<file path="src/rtl/openddr_axi_master_if.sv">
// rtl/openddr_axi_master_if.sv - command, user data, completion and AXI4 master bundle
// master: the initiator's view; slave: the command issuer / AXI responder view.
interface openddr_axi_master_if #(
   parameter int DATA_WIDTH = 64,
   parameter int ADDR_WIDTH = 40,
   parameter int ID_WIDTH   = 12
);
   localparam int STRB_WIDTH = DATA_WIDTH / 8;

   logic                  cmd_valid, cmd_ready, cmd_write;
   logic [ADDR_WIDTH-1:0] cmd_addr;
   logic [7:0]            cmd_len;
   logic [ID_WIDTH-1:0]   cmd_id;

   logic [DATA_WIDTH-1:0] usr_wdata;
   logic [STRB_WIDTH-1:0] usr_wstrb;
   logic                  usr_wvalid, usr_wready;
   logic [DATA_WIDTH-1:0] usr_rdata;
   logic [1:0]            usr_rresp;
   logic                  usr_rlast, usr_rvalid;

   logic                  done_valid, done_write, err_rlast;
   logic [ID_WIDTH-1:0]   done_id;
   logic [1:0]            done_resp;

   logic [ID_WIDTH-1:0]   axi_awid, axi_arid, axi_bid, axi_rid;
   logic [ADDR_WIDTH-1:0] axi_awaddr, axi_araddr;
   logic [7:0]            axi_awlen, axi_arlen;
   logic [2:0]            axi_awsize, axi_arsize;
   logic [1:0]            axi_awburst, axi_arburst, axi_bresp, axi_rresp;
   logic                  axi_awvalid, axi_awready, axi_arvalid, axi_arready;
   logic [DATA_WIDTH-1:0] axi_wdata, axi_rdata;
   logic [STRB_WIDTH-1:0] axi_wstrb;
   logic                  axi_wlast, axi_wvalid, axi_wready;
   logic                  axi_bvalid, axi_bready;
   logic                  axi_rlast, axi_rvalid, axi_rready;

   modport master (
      input  cmd_valid, cmd_write, cmd_addr, cmd_len, cmd_id,
      output cmd_ready,
      input  usr_wdata, usr_wstrb, usr_wvalid,
      output usr_wready,
      output usr_rdata, usr_rresp, usr_rlast, usr_rvalid,
      output done_valid, done_id, done_resp, done_write, err_rlast,
      output axi_awid, axi_awaddr, axi_awlen, axi_awsize, axi_awburst, axi_awvalid,
      input  axi_awready,
      output axi_wdata, axi_wstrb, axi_wlast, axi_wvalid,
      input  axi_wready,
      input  axi_bid, axi_bresp, axi_bvalid,
      output axi_bready,
      output axi_arid, axi_araddr, axi_arlen, axi_arsize, axi_arburst, axi_arvalid,
      input  axi_arready,
      input  axi_rid, axi_rdata, axi_rresp, axi_rlast, axi_rvalid,
      output axi_rready
   );

   modport slave (
      output cmd_valid, cmd_write, cmd_addr, cmd_len, cmd_id,
      input  cmd_ready,
      output usr_wdata, usr_wstrb, usr_wvalid,
      input  usr_wready,
      input  usr_rdata, usr_rresp, usr_rlast, usr_rvalid,
      input  done_valid, done_id, done_resp, done_write, err_rlast,
      input  axi_awid, axi_awaddr, axi_awlen, axi_awsize, axi_awburst, axi_awvalid,
      output axi_awready,
      input  axi_wdata, axi_wstrb, axi_wlast, axi_wvalid,
      output axi_wready,
      output axi_bid, axi_bresp, axi_bvalid,
      input  axi_bready,
      input  axi_arid, axi_araddr, axi_arlen, axi_arsize, axi_arburst, axi_arvalid,
      output axi_arready,
      output axi_rid, axi_rdata, axi_rresp, axi_rlast, axi_rvalid,
      input  axi_rready
   );
endinterface

</file>
<file path="src/rtl/openddr_axi_master.sv">
// rtl/openddr_axi_master.sv - single-outstanding AXI4 INCR burst initiator
// One command in flight; W and R data pass straight through, completion is a one-cycle pulse.
module openddr_axi_master #(
   parameter int DATA_WIDTH = 64,
   parameter int ADDR_WIDTH = 40,
   parameter int ID_WIDTH   = 12
) (
   input logic                  clk,
   input logic                  rst_n,
   openddr_axi_master_if.master bus
);
   localparam int         STRB_WIDTH = DATA_WIDTH / 8;
   localparam logic [2:0] AXSIZE     = 3'($clog2(STRB_WIDTH));

   typedef enum logic [2:0] {IDLE, AW, W, B, AR, R, DONE} state_t;
   state_t state, state_nxt;

   logic                  rst_done;
   logic [ADDR_WIDTH-1:0] addr_q;
   logic [7:0]            len_q, beat_cnt;
   logic [ID_WIDTH-1:0]   id_q;
   logic                  write_q, err_q;
   logic [1:0]            bresp_q, resp_acc;
   logic                  accept, last_beat, w_hs, r_hs, r_end, r_err;

   // rst_done keeps cmd_ready low while reset is held, even though state is already IDLE
   assign accept    = (state == IDLE) && rst_done && bus.cmd_valid;
   assign last_beat = (beat_cnt == len_q);
   assign w_hs      = (state == W) && bus.usr_wvalid && bus.axi_wready;
   assign r_hs      = (state == R) && bus.axi_rvalid;
   assign r_end     = bus.axi_rlast || last_beat;
   assign r_err     = bus.axi_rlast != last_beat;

   always_ff @(posedge clk or negedge rst_n) begin
      if (!rst_n) state <= IDLE;
      else        state <= state_nxt;
   end

   always_comb begin
      state_nxt = state;
      case (state)
         IDLE: if (accept) state_nxt = bus.cmd_write ? AW : AR;
         AW:   if (bus.axi_awready) state_nxt = W;
         W:    if (w_hs && last_beat) state_nxt = B;
         B:    if (bus.axi_bvalid) state_nxt = DONE;
         AR:   if (bus.axi_arready) state_nxt = R;
         R:    if (r_hs && r_end) state_nxt = DONE;
         DONE: state_nxt = IDLE;
         default: state_nxt = IDLE;
      endcase
   end

   always_ff @(posedge clk or negedge rst_n) begin
      if (!rst_n) begin
         rst_done <= 1'b0;
         addr_q   <= '0;
         len_q    <= '0;
         id_q     <= '0;
         write_q  <= 1'b0;
         beat_cnt <= '0;
         bresp_q  <= '0;
         resp_acc <= '0;
         err_q    <= 1'b0;
      end else begin
         rst_done <= 1'b1;
         if (accept) begin
            addr_q   <= bus.cmd_addr;
            len_q    <= bus.cmd_len;
            id_q     <= bus.cmd_id;
            write_q  <= bus.cmd_write;
            bresp_q  <= '0;
            resp_acc <= '0;
         end
         if (w_hs) beat_cnt <= last_beat ? 8'd0 : beat_cnt + 8'd1;
         // Read burst ends on the earlier of RLAST or the expected beat count
         if (r_hs) begin
            beat_cnt <= r_end ? 8'd0 : beat_cnt + 8'd1;
            if (bus.axi_rresp > resp_acc) resp_acc <= bus.axi_rresp;
            if (r_err) err_q <= 1'b1;
         end
         if (state == B && bus.axi_bvalid) bresp_q <= bus.axi_bresp;
      end
   end

   assign bus.axi_awid    = id_q;
   assign bus.axi_awaddr  = addr_q;
   assign bus.axi_awlen   = len_q;
   assign bus.axi_awsize  = AXSIZE;
   assign bus.axi_awburst = 2'b01;
   assign bus.axi_arid    = id_q;
   assign bus.axi_araddr  = addr_q;
   assign bus.axi_arlen   = len_q;
   assign bus.axi_arsize  = AXSIZE;
   assign bus.axi_arburst = 2'b01;
   assign bus.err_rlast   = err_q;

   always_comb begin
      bus.cmd_ready   = 1'b0;
      bus.axi_awvalid = 1'b0;
      bus.axi_wvalid  = 1'b0;
      bus.axi_wdata   = '0;
      bus.axi_wstrb   = '0;
      bus.axi_wlast   = 1'b0;
      bus.usr_wready  = 1'b0;
      bus.axi_bready  = 1'b0;
      bus.axi_arvalid = 1'b0;
      bus.axi_rready  = 1'b0;
      bus.usr_rvalid  = 1'b0;
      bus.usr_rdata   = '0;
      bus.usr_rresp   = '0;
      bus.usr_rlast   = 1'b0;
      bus.done_valid  = 1'b0;
      bus.done_id     = '0;
      bus.done_resp   = '0;
      bus.done_write  = 1'b0;
      case (state)
         IDLE: bus.cmd_ready = rst_done;
         AW:   bus.axi_awvalid = 1'b1;
         W: begin
            bus.axi_wvalid = bus.usr_wvalid;
            bus.axi_wdata  = bus.usr_wdata;
            bus.axi_wstrb  = bus.usr_wstrb;
            bus.axi_wlast  = last_beat;
            bus.usr_wready = bus.axi_wready;
         end
         B:  bus.axi_bready = 1'b1;
         AR: bus.axi_arvalid = 1'b1;
         R: begin
            bus.axi_rready = 1'b1;
            bus.usr_rvalid = bus.axi_rvalid;
            bus.usr_rdata  = bus.axi_rdata;
            bus.usr_rresp  = bus.axi_rresp;
            bus.usr_rlast  = bus.axi_rvalid && r_end;
         end
         DONE: begin
            bus.done_valid = 1'b1;
            bus.done_id    = id_q;
            bus.done_write = write_q;
            bus.done_resp  = write_q ? bresp_q : resp_acc;
         end
         default: ;
      endcase
   end
endmodule

</file>
<file path="src/flat_wrapper.sv">
// flat-port wrapper written by rule: the top's interface ports become plain ports
module openddr_axi_master_flat 
#(
   parameter int DATA_WIDTH = 64,
   parameter int ADDR_WIDTH = 40,
   parameter int ID_WIDTH   = 12
)
  (clk, rst_n, bus_cmd_valid, bus_cmd_write, bus_cmd_addr, bus_cmd_len, bus_cmd_id, bus_cmd_ready, bus_usr_wdata, bus_usr_wstrb, bus_usr_wvalid, bus_usr_wready, bus_usr_rdata, bus_usr_rresp, bus_usr_rlast, bus_usr_rvalid, bus_done_valid, bus_done_id, bus_done_resp, bus_done_write, bus_err_rlast, bus_axi_awid, bus_axi_awaddr, bus_axi_awlen, bus_axi_awsize, bus_axi_awburst, bus_axi_awvalid, bus_axi_awready, bus_axi_wdata, bus_axi_wstrb, bus_axi_wlast, bus_axi_wvalid, bus_axi_wready, bus_axi_bid, bus_axi_bresp, bus_axi_bvalid, bus_axi_bready, bus_axi_arid, bus_axi_araddr, bus_axi_arlen, bus_axi_arsize, bus_axi_arburst, bus_axi_arvalid, bus_axi_arready, bus_axi_rid, bus_axi_rdata, bus_axi_rresp, bus_axi_rlast, bus_axi_rvalid, bus_axi_rready);
  openddr_axi_master_if #(.DATA_WIDTH(DATA_WIDTH), .ADDR_WIDTH(ADDR_WIDTH), .ID_WIDTH(ID_WIDTH)) bus_i ();
  input logic clk;
  input logic rst_n;
  input wire logic [$bits(bus_i.cmd_valid)-1:0] bus_cmd_valid;
  input wire logic [$bits(bus_i.cmd_write)-1:0] bus_cmd_write;
  input wire logic [$bits(bus_i.cmd_addr)-1:0] bus_cmd_addr;
  input wire logic [$bits(bus_i.cmd_len)-1:0] bus_cmd_len;
  input wire logic [$bits(bus_i.cmd_id)-1:0] bus_cmd_id;
  output wire logic [$bits(bus_i.cmd_ready)-1:0] bus_cmd_ready;
  input wire logic [$bits(bus_i.usr_wdata)-1:0] bus_usr_wdata;
  input wire logic [$bits(bus_i.usr_wstrb)-1:0] bus_usr_wstrb;
  input wire logic [$bits(bus_i.usr_wvalid)-1:0] bus_usr_wvalid;
  output wire logic [$bits(bus_i.usr_wready)-1:0] bus_usr_wready;
  output wire logic [$bits(bus_i.usr_rdata)-1:0] bus_usr_rdata;
  output wire logic [$bits(bus_i.usr_rresp)-1:0] bus_usr_rresp;
  output wire logic [$bits(bus_i.usr_rlast)-1:0] bus_usr_rlast;
  output wire logic [$bits(bus_i.usr_rvalid)-1:0] bus_usr_rvalid;
  output wire logic [$bits(bus_i.done_valid)-1:0] bus_done_valid;
  output wire logic [$bits(bus_i.done_id)-1:0] bus_done_id;
  output wire logic [$bits(bus_i.done_resp)-1:0] bus_done_resp;
  output wire logic [$bits(bus_i.done_write)-1:0] bus_done_write;
  output wire logic [$bits(bus_i.err_rlast)-1:0] bus_err_rlast;
  output wire logic [$bits(bus_i.axi_awid)-1:0] bus_axi_awid;
  output wire logic [$bits(bus_i.axi_awaddr)-1:0] bus_axi_awaddr;
  output wire logic [$bits(bus_i.axi_awlen)-1:0] bus_axi_awlen;
  output wire logic [$bits(bus_i.axi_awsize)-1:0] bus_axi_awsize;
  output wire logic [$bits(bus_i.axi_awburst)-1:0] bus_axi_awburst;
  output wire logic [$bits(bus_i.axi_awvalid)-1:0] bus_axi_awvalid;
  input wire logic [$bits(bus_i.axi_awready)-1:0] bus_axi_awready;
  output wire logic [$bits(bus_i.axi_wdata)-1:0] bus_axi_wdata;
  output wire logic [$bits(bus_i.axi_wstrb)-1:0] bus_axi_wstrb;
  output wire logic [$bits(bus_i.axi_wlast)-1:0] bus_axi_wlast;
  output wire logic [$bits(bus_i.axi_wvalid)-1:0] bus_axi_wvalid;
  input wire logic [$bits(bus_i.axi_wready)-1:0] bus_axi_wready;
  input wire logic [$bits(bus_i.axi_bid)-1:0] bus_axi_bid;
  input wire logic [$bits(bus_i.axi_bresp)-1:0] bus_axi_bresp;
  input wire logic [$bits(bus_i.axi_bvalid)-1:0] bus_axi_bvalid;
  output wire logic [$bits(bus_i.axi_bready)-1:0] bus_axi_bready;
  output wire logic [$bits(bus_i.axi_arid)-1:0] bus_axi_arid;
  output wire logic [$bits(bus_i.axi_araddr)-1:0] bus_axi_araddr;
  output wire logic [$bits(bus_i.axi_arlen)-1:0] bus_axi_arlen;
  output wire logic [$bits(bus_i.axi_arsize)-1:0] bus_axi_arsize;
  output wire logic [$bits(bus_i.axi_arburst)-1:0] bus_axi_arburst;
  output wire logic [$bits(bus_i.axi_arvalid)-1:0] bus_axi_arvalid;
  input wire logic [$bits(bus_i.axi_arready)-1:0] bus_axi_arready;
  input wire logic [$bits(bus_i.axi_rid)-1:0] bus_axi_rid;
  input wire logic [$bits(bus_i.axi_rdata)-1:0] bus_axi_rdata;
  input wire logic [$bits(bus_i.axi_rresp)-1:0] bus_axi_rresp;
  input wire logic [$bits(bus_i.axi_rlast)-1:0] bus_axi_rlast;
  input wire logic [$bits(bus_i.axi_rvalid)-1:0] bus_axi_rvalid;
  output wire logic [$bits(bus_i.axi_rready)-1:0] bus_axi_rready;
  assign bus_i.cmd_valid = bus_cmd_valid;
  assign bus_i.cmd_write = bus_cmd_write;
  assign bus_i.cmd_addr = bus_cmd_addr;
  assign bus_i.cmd_len = bus_cmd_len;
  assign bus_i.cmd_id = bus_cmd_id;
  assign bus_cmd_ready = bus_i.cmd_ready;
  assign bus_i.usr_wdata = bus_usr_wdata;
  assign bus_i.usr_wstrb = bus_usr_wstrb;
  assign bus_i.usr_wvalid = bus_usr_wvalid;
  assign bus_usr_wready = bus_i.usr_wready;
  assign bus_usr_rdata = bus_i.usr_rdata;
  assign bus_usr_rresp = bus_i.usr_rresp;
  assign bus_usr_rlast = bus_i.usr_rlast;
  assign bus_usr_rvalid = bus_i.usr_rvalid;
  assign bus_done_valid = bus_i.done_valid;
  assign bus_done_id = bus_i.done_id;
  assign bus_done_resp = bus_i.done_resp;
  assign bus_done_write = bus_i.done_write;
  assign bus_err_rlast = bus_i.err_rlast;
  assign bus_axi_awid = bus_i.axi_awid;
  assign bus_axi_awaddr = bus_i.axi_awaddr;
  assign bus_axi_awlen = bus_i.axi_awlen;
  assign bus_axi_awsize = bus_i.axi_awsize;
  assign bus_axi_awburst = bus_i.axi_awburst;
  assign bus_axi_awvalid = bus_i.axi_awvalid;
  assign bus_i.axi_awready = bus_axi_awready;
  assign bus_axi_wdata = bus_i.axi_wdata;
  assign bus_axi_wstrb = bus_i.axi_wstrb;
  assign bus_axi_wlast = bus_i.axi_wlast;
  assign bus_axi_wvalid = bus_i.axi_wvalid;
  assign bus_i.axi_wready = bus_axi_wready;
  assign bus_i.axi_bid = bus_axi_bid;
  assign bus_i.axi_bresp = bus_axi_bresp;
  assign bus_i.axi_bvalid = bus_axi_bvalid;
  assign bus_axi_bready = bus_i.axi_bready;
  assign bus_axi_arid = bus_i.axi_arid;
  assign bus_axi_araddr = bus_i.axi_araddr;
  assign bus_axi_arlen = bus_i.axi_arlen;
  assign bus_axi_arsize = bus_i.axi_arsize;
  assign bus_axi_arburst = bus_i.axi_arburst;
  assign bus_axi_arvalid = bus_i.axi_arvalid;
  assign bus_i.axi_arready = bus_axi_arready;
  assign bus_i.axi_rid = bus_axi_rid;
  assign bus_i.axi_rdata = bus_axi_rdata;
  assign bus_i.axi_rresp = bus_axi_rresp;
  assign bus_i.axi_rlast = bus_axi_rlast;
  assign bus_i.axi_rvalid = bus_axi_rvalid;
  assign bus_axi_rready = bus_i.axi_rready;
  openddr_axi_master #(.DATA_WIDTH(DATA_WIDTH), .ADDR_WIDTH(ADDR_WIDTH), .ID_WIDTH(ID_WIDTH)) u_core (.clk(clk), .rst_n(rst_n), .bus(bus_i));
endmodule
</file>
<file path="config.mk">
export PLATFORM = sky130hd
export DESIGN_NAME = openddr_axi_master_flat
export DESIGN_NICKNAME = d
export VERILOG_FILES = /design/src/rtl/openddr_axi_master_if.sv /design/src/rtl/openddr_axi_master.sv /design/src/flat_wrapper.sv
export SDC_FILE = /design/constraint.sdc
export NUM_CORES = 1
export LEC_CHECK = 0
export ABC_AREA = 1
export BUFFER_PORTS_ARGS = -buffer_cell sky130_fd_sc_hd__buf_2
export CAP_MARGIN = 40
export CORE_AREA = 2 2 208 210
export DETAILED_ROUTE_END_ITERATION = 16
export DIE_AREA = 0 0 210 212
export GPL_TIMING_DRIVEN = 0
export SYNTH_ARGS = -nofsm -noshare
export SYNTH_HDL_FRONTEND = slang
export SYNTH_SLANG_ARGS = --single-unit
export TNS_END_PERCENT = 30
</file>
<file path="constraint.sdc">
create_clock -name clk -period 5.3 [get_ports clk]
set_input_delay 0.265 -clock clk [delete_from_list [all_inputs] [get_ports clk]]
set_output_delay 0.265 -clock clk [all_outputs]
set_load 0.1 [all_outputs]
</file>
==> results.cfg <==
[synth]
synth_seq_cells = 78
synth.area.mux_share = 0.113
netlist_area_um2 = 5280
synth_largest_area_cell = dfrtp_1
synthCells = 726
synth_fa_ha_area_frac = 0.00947
yosysUniqueCellTypes = 30
synth_compound_area_frac = 0.0329
ys_warn_count = 0
synth_area_leaders = dfrtp_1 37%, nor2_1 13%, inv_1 13%, buf_4 10%, mux2_4 8.5%
synth_top_family_by_area = buffers and inverters
synth-simple-area-share = 0.210
synth_xor_area_frac = 0.00663
avgSynthCellArea_um2 = 7.28
synth-seq-area-share = 0.369
synth_top_area_share = 0.369

[drt]
wl_met2_um = 15400
avgRoutedWirePerCell_um = 16.5
wl_met3_um = 2310
dr.pass1.iters = 6
top_layer = met5
antenna_left = 0
drt-met1-wl_um = 11300
post_drt_via_cell_ratio = 3.55
dr.first_iter.drc_count = 200
drc_errors = 0
routed_wl_um = 29700
via_count = 6377

[sta]
slew_violations = 0
grt_setup_unrepaired = no
relSlewSlack = 0.599
fin_skew_ps = 12.2
setup_tns_ps = 0
setup_viol = 0
finalCritPeriodShare = 0.541
hold_slack_ps = 128
tightestPinTransition_ps = 602
fmax_mhz = 349
min_period_ps = 2870
hold_viol = 0

[clock_network]
cts_buffers = 9
cts_tree = built
cts.clk_slew.worst_paths_ps = 60
clock-sinks = 78
root_buffer = clkbuf_16
htreeDepth = 3
post_cts_resized = 0
clk_latency_ps = 370
clockBufferDepth = 2

[worst_setup_path]
timing.critical_path.required_ps = 5040
critPathKind = reg2out
reg2reg_slack_ps = 3010
cp-start-kind = flip-flop
worst-path-max-fanout = 10
critPathArrivalTime_ps = 2600
end_kind = output pin

[floorplan]
die_w_um = 210
initial_utilization = 0.124
core_area_um2 = 42500
rows = 76
die_h_um = 212
ioPinCount = 530
design.die.area_um2 = 44500

[layout]
nets = 1483
drive_gt1_frac = 0.516
utilization = 0.207
fin_area_um2 = 8800
syn_to_final_growth_pct = 66.5

[min_path]
hold_path.class = in2reg

[placement]
port_buffers = 495
gp_congestion = 0.916
placed_cell_area_um2 = 8500
hpwl_um = 26100

[global_routing]
antenna_found_initial = 20
grt_max_degree = 43
grt_pass1_vias = 6018
grt_pass1_wl_um = 40200
grt_overflow = 0
global_route.usage.total = 0.130

[outcome]
outcome = completed

[job]
max_cap_viol_count = 0
==> cell usage in the layout, fill, tap and decap left out, types with 2 or more instances in the layout <==
master and instances:
mux2_4 30, inv_2 3, clkbuf_8 2, buf_6 4, clkbuf_1 13, xnor2_1 3
o21ai_0 4, nor2_1 184, buf_2 501, dfrtp_1 78, conb_1 11, mux2_2 13
a21oi_1 25, nand3_1 20, buf_4 72, clkbuf_16 9, clkinv_2 2, buf_1 4
ha_1 4, nand2_1 68, nor2_2 2, inv_1 182, nor3_1 2
==> cells by family after synthesis <==
group	count (synthesis)
buf+inv	281
mux	43
xor+xnor	4
fa+ha+maj	4
simple gates	281
compound gates	33
flops	78
other cells	2
==> repair_timing <==
item	in CTS	in global routing
buffers inserted	0	0
hold endpoints to repair	36	0
hold buffers	1	0
==> cell type report <==
| cell class | instances | area [µm²] |
|---|---|---|
| antenna | 1 | 2.50 |
| fill | 4770 | 33700 |
| clock buffer | 13 | 260 |
| clock inverter | 3 | 18.8 |
| tap | 546 | 683 |
| inverter | 185 | 694 |
| sequential | 78 | 1950 |
| timing repair buffer | 498 | 2510 |
| multi-input combinational | 376 | 2010 |
| buffer | 96 | 664 |
==> metal layers <==
layer  global-route usage  vias up
li1                     -     3052
met1                0.136     2878
met2                0.246      381
met3               0.0411       64
met4               0.0382        2
met5                    0        -
==> path summary, 6_finish.rpt <==
path	startpoint	to	cells after the start
min	bus_axi_bresp[0]	u_core.bresp_q[0]	3
min reg2reg	u_core.bus.err_rlast	u_core.bus.err_rlast	1
max	u_core.state[1]	bus_usr_rdata[52]	6
max reg2reg	u_core.bus.axi_arlen[4]	u_core.state[1]	13
max in group asynchronous	rst_n	u_core.bus.axi_araddr[16]	3
min in group asynchronous	rst_n	u_core.bus.axi_araddr[4]	2
==> critical path: stages (launching register included) <==
cell     delay, ps
dfrtp_1        440
inv_1          140
nand3_1        340
buf_2          340
buf_1          240
nor2_1         250
buf_2          480
==> cell usage after synthesis <==
cell type / instances
a21oi_1: 25
a21oi_2: 1
a31o_2: 1
buf_1: 4
buf_2: 6
buf_4: 71
buf_6: 4
clkbuf_1: 11
conb_1: 2
dfrtp_1: 78
ha_1: 4
inv_1: 182
inv_2: 3
mux2_2: 13
mux2_4: 30
nand2_1: 68
nand2_2: 1
nand3_1: 20
nand3_2: 1
nand3b_1: 1
nor2_1: 184
nor2_2: 2
nor3_1: 2
nor3_2: 1
nor4_1: 1
o21ai_0: 4
o21ai_1: 1
o22ai_1: 1
xnor2_1: 3
xor2_1: 1
==> registers in the layout, indices dropped and copies added, names as in the netlist <==
register	count
u_core.beat_cnt	8
u_core.bresp_q	2
u_core.bus.axi_araddr	40
u_core.bus.axi_arid	12
u_core.bus.axi_arlen	8
u_core.bus.err_rlast	1
u_core.resp_acc	2
u_core.rst_done	1
u_core.state	3
u_core.write_q	1
==> metrics by stage <==
step                std cells  setup WS, ps
global route             1796          2230
finish                   1796          2430
floorplan                 735           414
global placement         1776          2210
CTS                      1795          2320
detailed placement       1778          2760
Power is left out: the tool's default activity adds up to more than one toggle a clock period on the data nets, which glitch-free logic cannot reach.
